--- src/rtl/br_pred_gshare.sv ---
// Gshare branch predictor: PHT of 2-bit saturating counters indexed by PC ^ GHR.
// Combinational IF lookup, non-speculative training and statistics on ID resolution.
module br_pred_gshare #(
    parameter int          PHT_IDX_W = 6,
    parameter int          GHR_W     = 6,
    parameter logic [1:0]  CNT_INIT  = 2'b01,
    parameter int          STAT_W    = 16
) (
    input  logic                 clk,
    input  logic                 rst_n,
    input  logic                 brch_instr_detectd_IF,
    input  logic [31:0]          pc_IF,
    output logic                 pred_taken_IF,
    output logic [PHT_IDX_W-1:0] pred_idx_IF,
    input  logic                 brch_instr_detectd_ID,
    input  logic                 brch_hazard_stall,
    input  logic                 actual_brch_result,
    input  logic [PHT_IDX_W-1:0] pred_idx_ID,
    input  logic                 pred_taken_ID,
    output logic                 mispredict_ID,
    output logic [STAT_W-1:0]    br_count,
    output logic [STAT_W-1:0]    mispred_count
);

    localparam int PHT_N = 1 << PHT_IDX_W;

    logic [1:0]           pht_q [PHT_N];
    logic [1:0]           pht_d [PHT_N];
    logic [GHR_W-1:0]     ghr_q, ghr_d, ghr_shift;
    logic [PHT_IDX_W-1:0] ghr_ext, lookup_idx;
    logic [STAT_W-1:0]    br_count_q, br_count_d;
    logic [STAT_W-1:0]    mispred_count_q, mispred_count_d;
    logic [1:0]           cnt_old;
    logic                 update;

    assign update = brch_instr_detectd_ID & ~brch_hazard_stall;

    always_comb begin
        ghr_ext = '0;
        ghr_ext[GHR_W-1:0] = ghr_q;
    end

    // Reads come from the registered table, so a same-cycle update is not visible here.
    assign lookup_idx    = pc_IF[PHT_IDX_W+1:2] ^ ghr_ext;
    assign pred_idx_IF   = lookup_idx;
    assign pred_taken_IF = pht_q[lookup_idx][1] & brch_instr_detectd_IF;
    assign mispredict_ID = update & (actual_brch_result != pred_taken_ID);

    generate
        if (GHR_W == 1) begin : g_ghr_one
            assign ghr_shift = actual_brch_result;
        end else begin : g_ghr_multi
            assign ghr_shift = {ghr_q[GHR_W-2:0], actual_brch_result};
        end
    endgenerate

    assign cnt_old = pht_q[pred_idx_ID];

    always_comb begin
        pht_d           = pht_q;
        ghr_d           = ghr_q;
        br_count_d      = br_count_q;
        mispred_count_d = mispred_count_q;
        if (update) begin
            if (actual_brch_result) begin
                if (cnt_old != 2'b11) pht_d[pred_idx_ID] = cnt_old + 2'd1;
            end else begin
                if (cnt_old != 2'b00) pht_d[pred_idx_ID] = cnt_old - 2'd1;
            end
            ghr_d = ghr_shift;
            if (~&br_count_q) br_count_d = br_count_q + STAT_W'(1);
            if (mispredict_ID && ~&mispred_count_q)
                mispred_count_d = mispred_count_q + STAT_W'(1);
        end
    end

    always_ff @(posedge clk or negedge rst_n) begin
        if (!rst_n) begin
            for (int i = 0; i < PHT_N; i++) pht_q[i] <= CNT_INIT;
            ghr_q           <= '0;
            br_count_q      <= '0;
            mispred_count_q <= '0;
        end else begin
            pht_q           <= pht_d;
            ghr_q           <= ghr_d;
            br_count_q      <= br_count_d;
            mispred_count_q <= mispred_count_d;
        end
    end

    assign br_count      = br_count_q;
    assign mispred_count = mispred_count_q;

endmodule

--- config.mk ---
export PLATFORM = sky130hd
export DESIGN_NAME = br_pred_gshare
export DESIGN_NICKNAME = d
export VERILOG_FILES = /design/src/rtl/br_pred_gshare.sv
export SDC_FILE = /design/constraint.sdc
export NUM_CORES = 1
export LEC_CHECK = 0
export CAP_MARGIN = 20
export CORE_AREA = 2 2 152 154
export DETAILED_ROUTE_END_ITERATION = 16
export DIE_AREA = 0 0 154 156
export PLACE_DENSITY = 0.65
export REMOVE_ABC_BUFFERS = 1
export SYNTH_ARGS = -nofsm -noshare
export SYNTH_HDL_FRONTEND = slang
export SYNTH_SLANG_ARGS = --single-unit
--- constraint.sdc ---
create_clock -name clk -period 8.2 [get_ports clk]
set_input_delay 1.64 -clock clk [delete_from_list [all_inputs] [get_ports clk]]
set_output_delay 1.64 -clock clk [all_outputs]
set_load 0.01 [all_outputs]
==> flow_metrics.tcl <==
set metrics [dict create \
    track_usage 0.1872 \
    cts-root-buf "clkbuf_16" \
    period_minus_slack_ns 6.881 \
    via_per_inst 5.677 \
    diodes 0 \
    synthCells 688 \
    async_flop_share 1.000 \
    ant_nets 0 \
    grt_pass1_wl_mm 34.47 \
    hold_path.class "reg2reg" \
    vdd.ir_drop.worst_v 0.0001539 \
    cp_slowest_cell "a2111oi_0" \
    worst-r2r-cell-count 11 \
    vias 5910 \
    synth-edff-count 0 \
    worstSetupStartpointType "input pin" \
    rows 55 \
    synth-main-ff-cell "dfrtp_1" \
    h-tree-depth 4 \
    mostFrequentLayoutCell "mux2_2" \
    drive_above_1_share 0.3915 \
    fp.dieH_um 156 \
    rsz0062_at_grt "no" \
    drv_slew 0 \
    cts_tree "yes" \
    avgSynthCellArea_um2 12.80 \
    drt_iter0_markers 429 \
    leakage_nw 4.333 \
    coreArea_mm2 0.02237 \
    fin_skew_ns 0.01175 \
    worst_slew_pin_slew_ns 1.167 \
    ys_ff_latch 166 \
    powerDensity_mw_per_mm2 222.1 \
    status "complete, no violations" \
    dieArea_mm2 0.02402 \
    layout.nets 792 \
    cp_cell_sequence "clkdlybuf4s50_1 > xor2_2 > mux4_2 > mux4_2 > a2111oi_0 > o211ai_1 > clkdlybuf4s50_1" \
    antenna_found_initial 0 \
    maxCapViolations 0 \
    place.port_buffers 58 \
    synth_top_area_share 0.2898 \
    fill_cells 2005 \
    timing.fmax_mhz 145.3 \
    slowest_delay_ns 0.64 \
    hold-path-cell-count 1 \
    syn_area_mm2 0.008807 \
    start_util 0.3938 \
    period_share 0.8392 \
    slew_headroom 0.2194 \
    place_inst 1008 \
    crit_arrival_ns 5.24 \
    dp_hpwl_mm 14.20 \
    clock_sinks 166 \
    clock_latency_ns 0.43 \
    clk_pin_slew_ns 0.07 \
    drt-total-wl_mm 21.60 \
    yosysUniqueCellTypes 68 \
    grt_max_degree 85 \
    setup_violations 0 \
    critical_path_buf_inv_count 2 \
    place_congestion 0.8467 \
    postCtsSetupBuffers 0 \
    critPathRequiredTime_ns 6.56 \
    hold_violations 0 \
    end_kind "primary output" \
    cts_buffer_depth 2 \
    worstSetupPathDepth 7 \
    die_w_um 154 \
    area_delta_synth_final_pct 16.86 \
    path_class "in2out" \
    drt_pass1_iterations 5 \
    yosysTopAreaCell "dfrtp_1" \
    path_max_fanout 8 \
    finalSetupTns_ns 0 \
    ys_top_cells_by_area "dfrtp_1 (29%), dfstp_2 (19%), mux2_2 (18%), mux4_2 (7.2%), xnor2_1 (2.8%)" \
    pin_count 85 \
    drcViolationCount 0 \
    yosys_warnings 0 \
    ctsResizeCount 0 \
    hold_buffers 0 \
    final_cells 1041 \
    grt-ovfl-total 0 \
    cts_made_buffers 17 \
    final_cell_mix "mux2_2 (140), dfrtp_1 (102), nand2_1 (65)" \
    ys_seq_area_frac 0.4808 \
    cp_top_family "multiplexers" \
    grt_pass1_vias 5966 \
    avgRoutedWirePerCell_um 20.75 \
]
[synthesized netlist by cell type (2+ instances only)]
cell         n
mux2_2     140
dfrtp_1    102
nand2_1     65
dfstp_2     64
nor2_1      42
mux4_2      28
xnor2_1     28
clkbuf_1    22
mux2i_1     18
nand4_1     15
nand3_1     14
and3_1      10
a21oi_1      8
xor2_1       8
a22oi_1      7
and2_1       7
buf_2        7
inv_1        7
mux4_1       7
nor3_1       6
o21ai_0      6
ha_1         4
nor3b_1      4
and3b_1      3
and4_1       3
buf_4        3
nand2b_1     3
nand3b_1     3
nand4b_1     3
o22ai_1      3
a2111oi_0    2
a211o_1      2
a221oi_1     2
a22o_1       2
buf_6        2
mux2_1       2
nor2b_1      2
o2111a_1     2
o221ai_1     2
or2_2        2
[area by class of cell]
| class | count | area [um^2] | share of cell area |
|---|---|---|---|
| multi-input combinational | 477 | 4357 | 0.4233 |
| sequential | 166 | 4234 | 0.4114 |
| timing repair buffer | 73 | 716.9 | 0.06966 |
| clock buffer | 19 | 452.9 | 0.04401 |
| tap | 285 | 356.6 | 0.03465 |
| clock inverter | 13 | 145.1 | 0.01410 |
| inverter | 8 | 30.03 | 0.002918 |
[report_power, final]
| group | internal, W | leakage (nW) | switching (W) |
|---|---|---|---|
| Sequential | 0.000925 | 2.04 | 0.0000769 |
| Clock | 0.000469 | 0.298 | 0.000343 |
| Combinational | 0.000230 | 1.99 | 0.000242 |
| Total | 0.00162 | 4.33 | 0.000661 |
[kinds of logic (layout without fill, tap and decap cells)]
family / after synthesis / count (layout) / synth area share
adder cells (fa/ha/maj): 4 / 4 / 0.005683
AND/OR/NAND/NOR: 188 / 188 / 0.1058
XOR/XNOR: 37 / 37 / 0.03765
multiplexers: 195 / 195 / 0.2945
AO/OA/AOI/OAI: 53 / 53 / 0.04930
buffers and inverters: 45 / 113 / 0.02628
flip-flops: 166 / 166 / 0.4808
[final timing paths]
kind	to	start	slack, ns
max	pred_taken_IF	pc_IF[2]	1.32
max in group asynchronous	asynchronous set/reset pin	rst_n	5.67
min in group asynchronous	pht_q[113]$_DFFE_PN0P_	rst_n	1.26
min	br_count[12]$_DFFE_PN0P_	br_count[12]$_DFFE_PN0P_	0.49
min reg2reg	br_count[12]$_DFFE_PN0P_	br_count[12]$_DFFE_PN0P_	0.49
max reg2reg	pht_q[1]$_DFFE_PN0P_	flop	4.11
[per-layer routing]
layer | track usage | vias up | share of wire
met5 | 0 | - | 0
met4 | 0.06542 | 0 | 0.020
met3 | 0.04389 | 30 | 0.054
met2 | 0.2908 | 186 | 0.46
met1 | 0.2581 | 3024 | 0.47
li1 | - | 2670 | -
[metrics by stage]
step / setup WS, ns / instance area, um^2 / utilization / hold slack [ns] / power (W)
after detailed placement: 1.252 / 9667 / 0.4322 / 0.4834 / 0.001485
after floorplan: 1.706 / 8606 / - / 0.4881 / 0.001257
after global routing: 1.155 / 10290 / 0.4602 / 0.5239 / 0.002393
after CTS: 1.256 / 10260 / 0.4590 / 0.4968 / 0.002308
final: 1.319 / 10290 / 0.4602 / 0.4909 / 0.002286
after global placement: 1.271 / 9667 / 0.4322 / 0.4810 / 0.001478
Power figures use the tool's default switching activity.
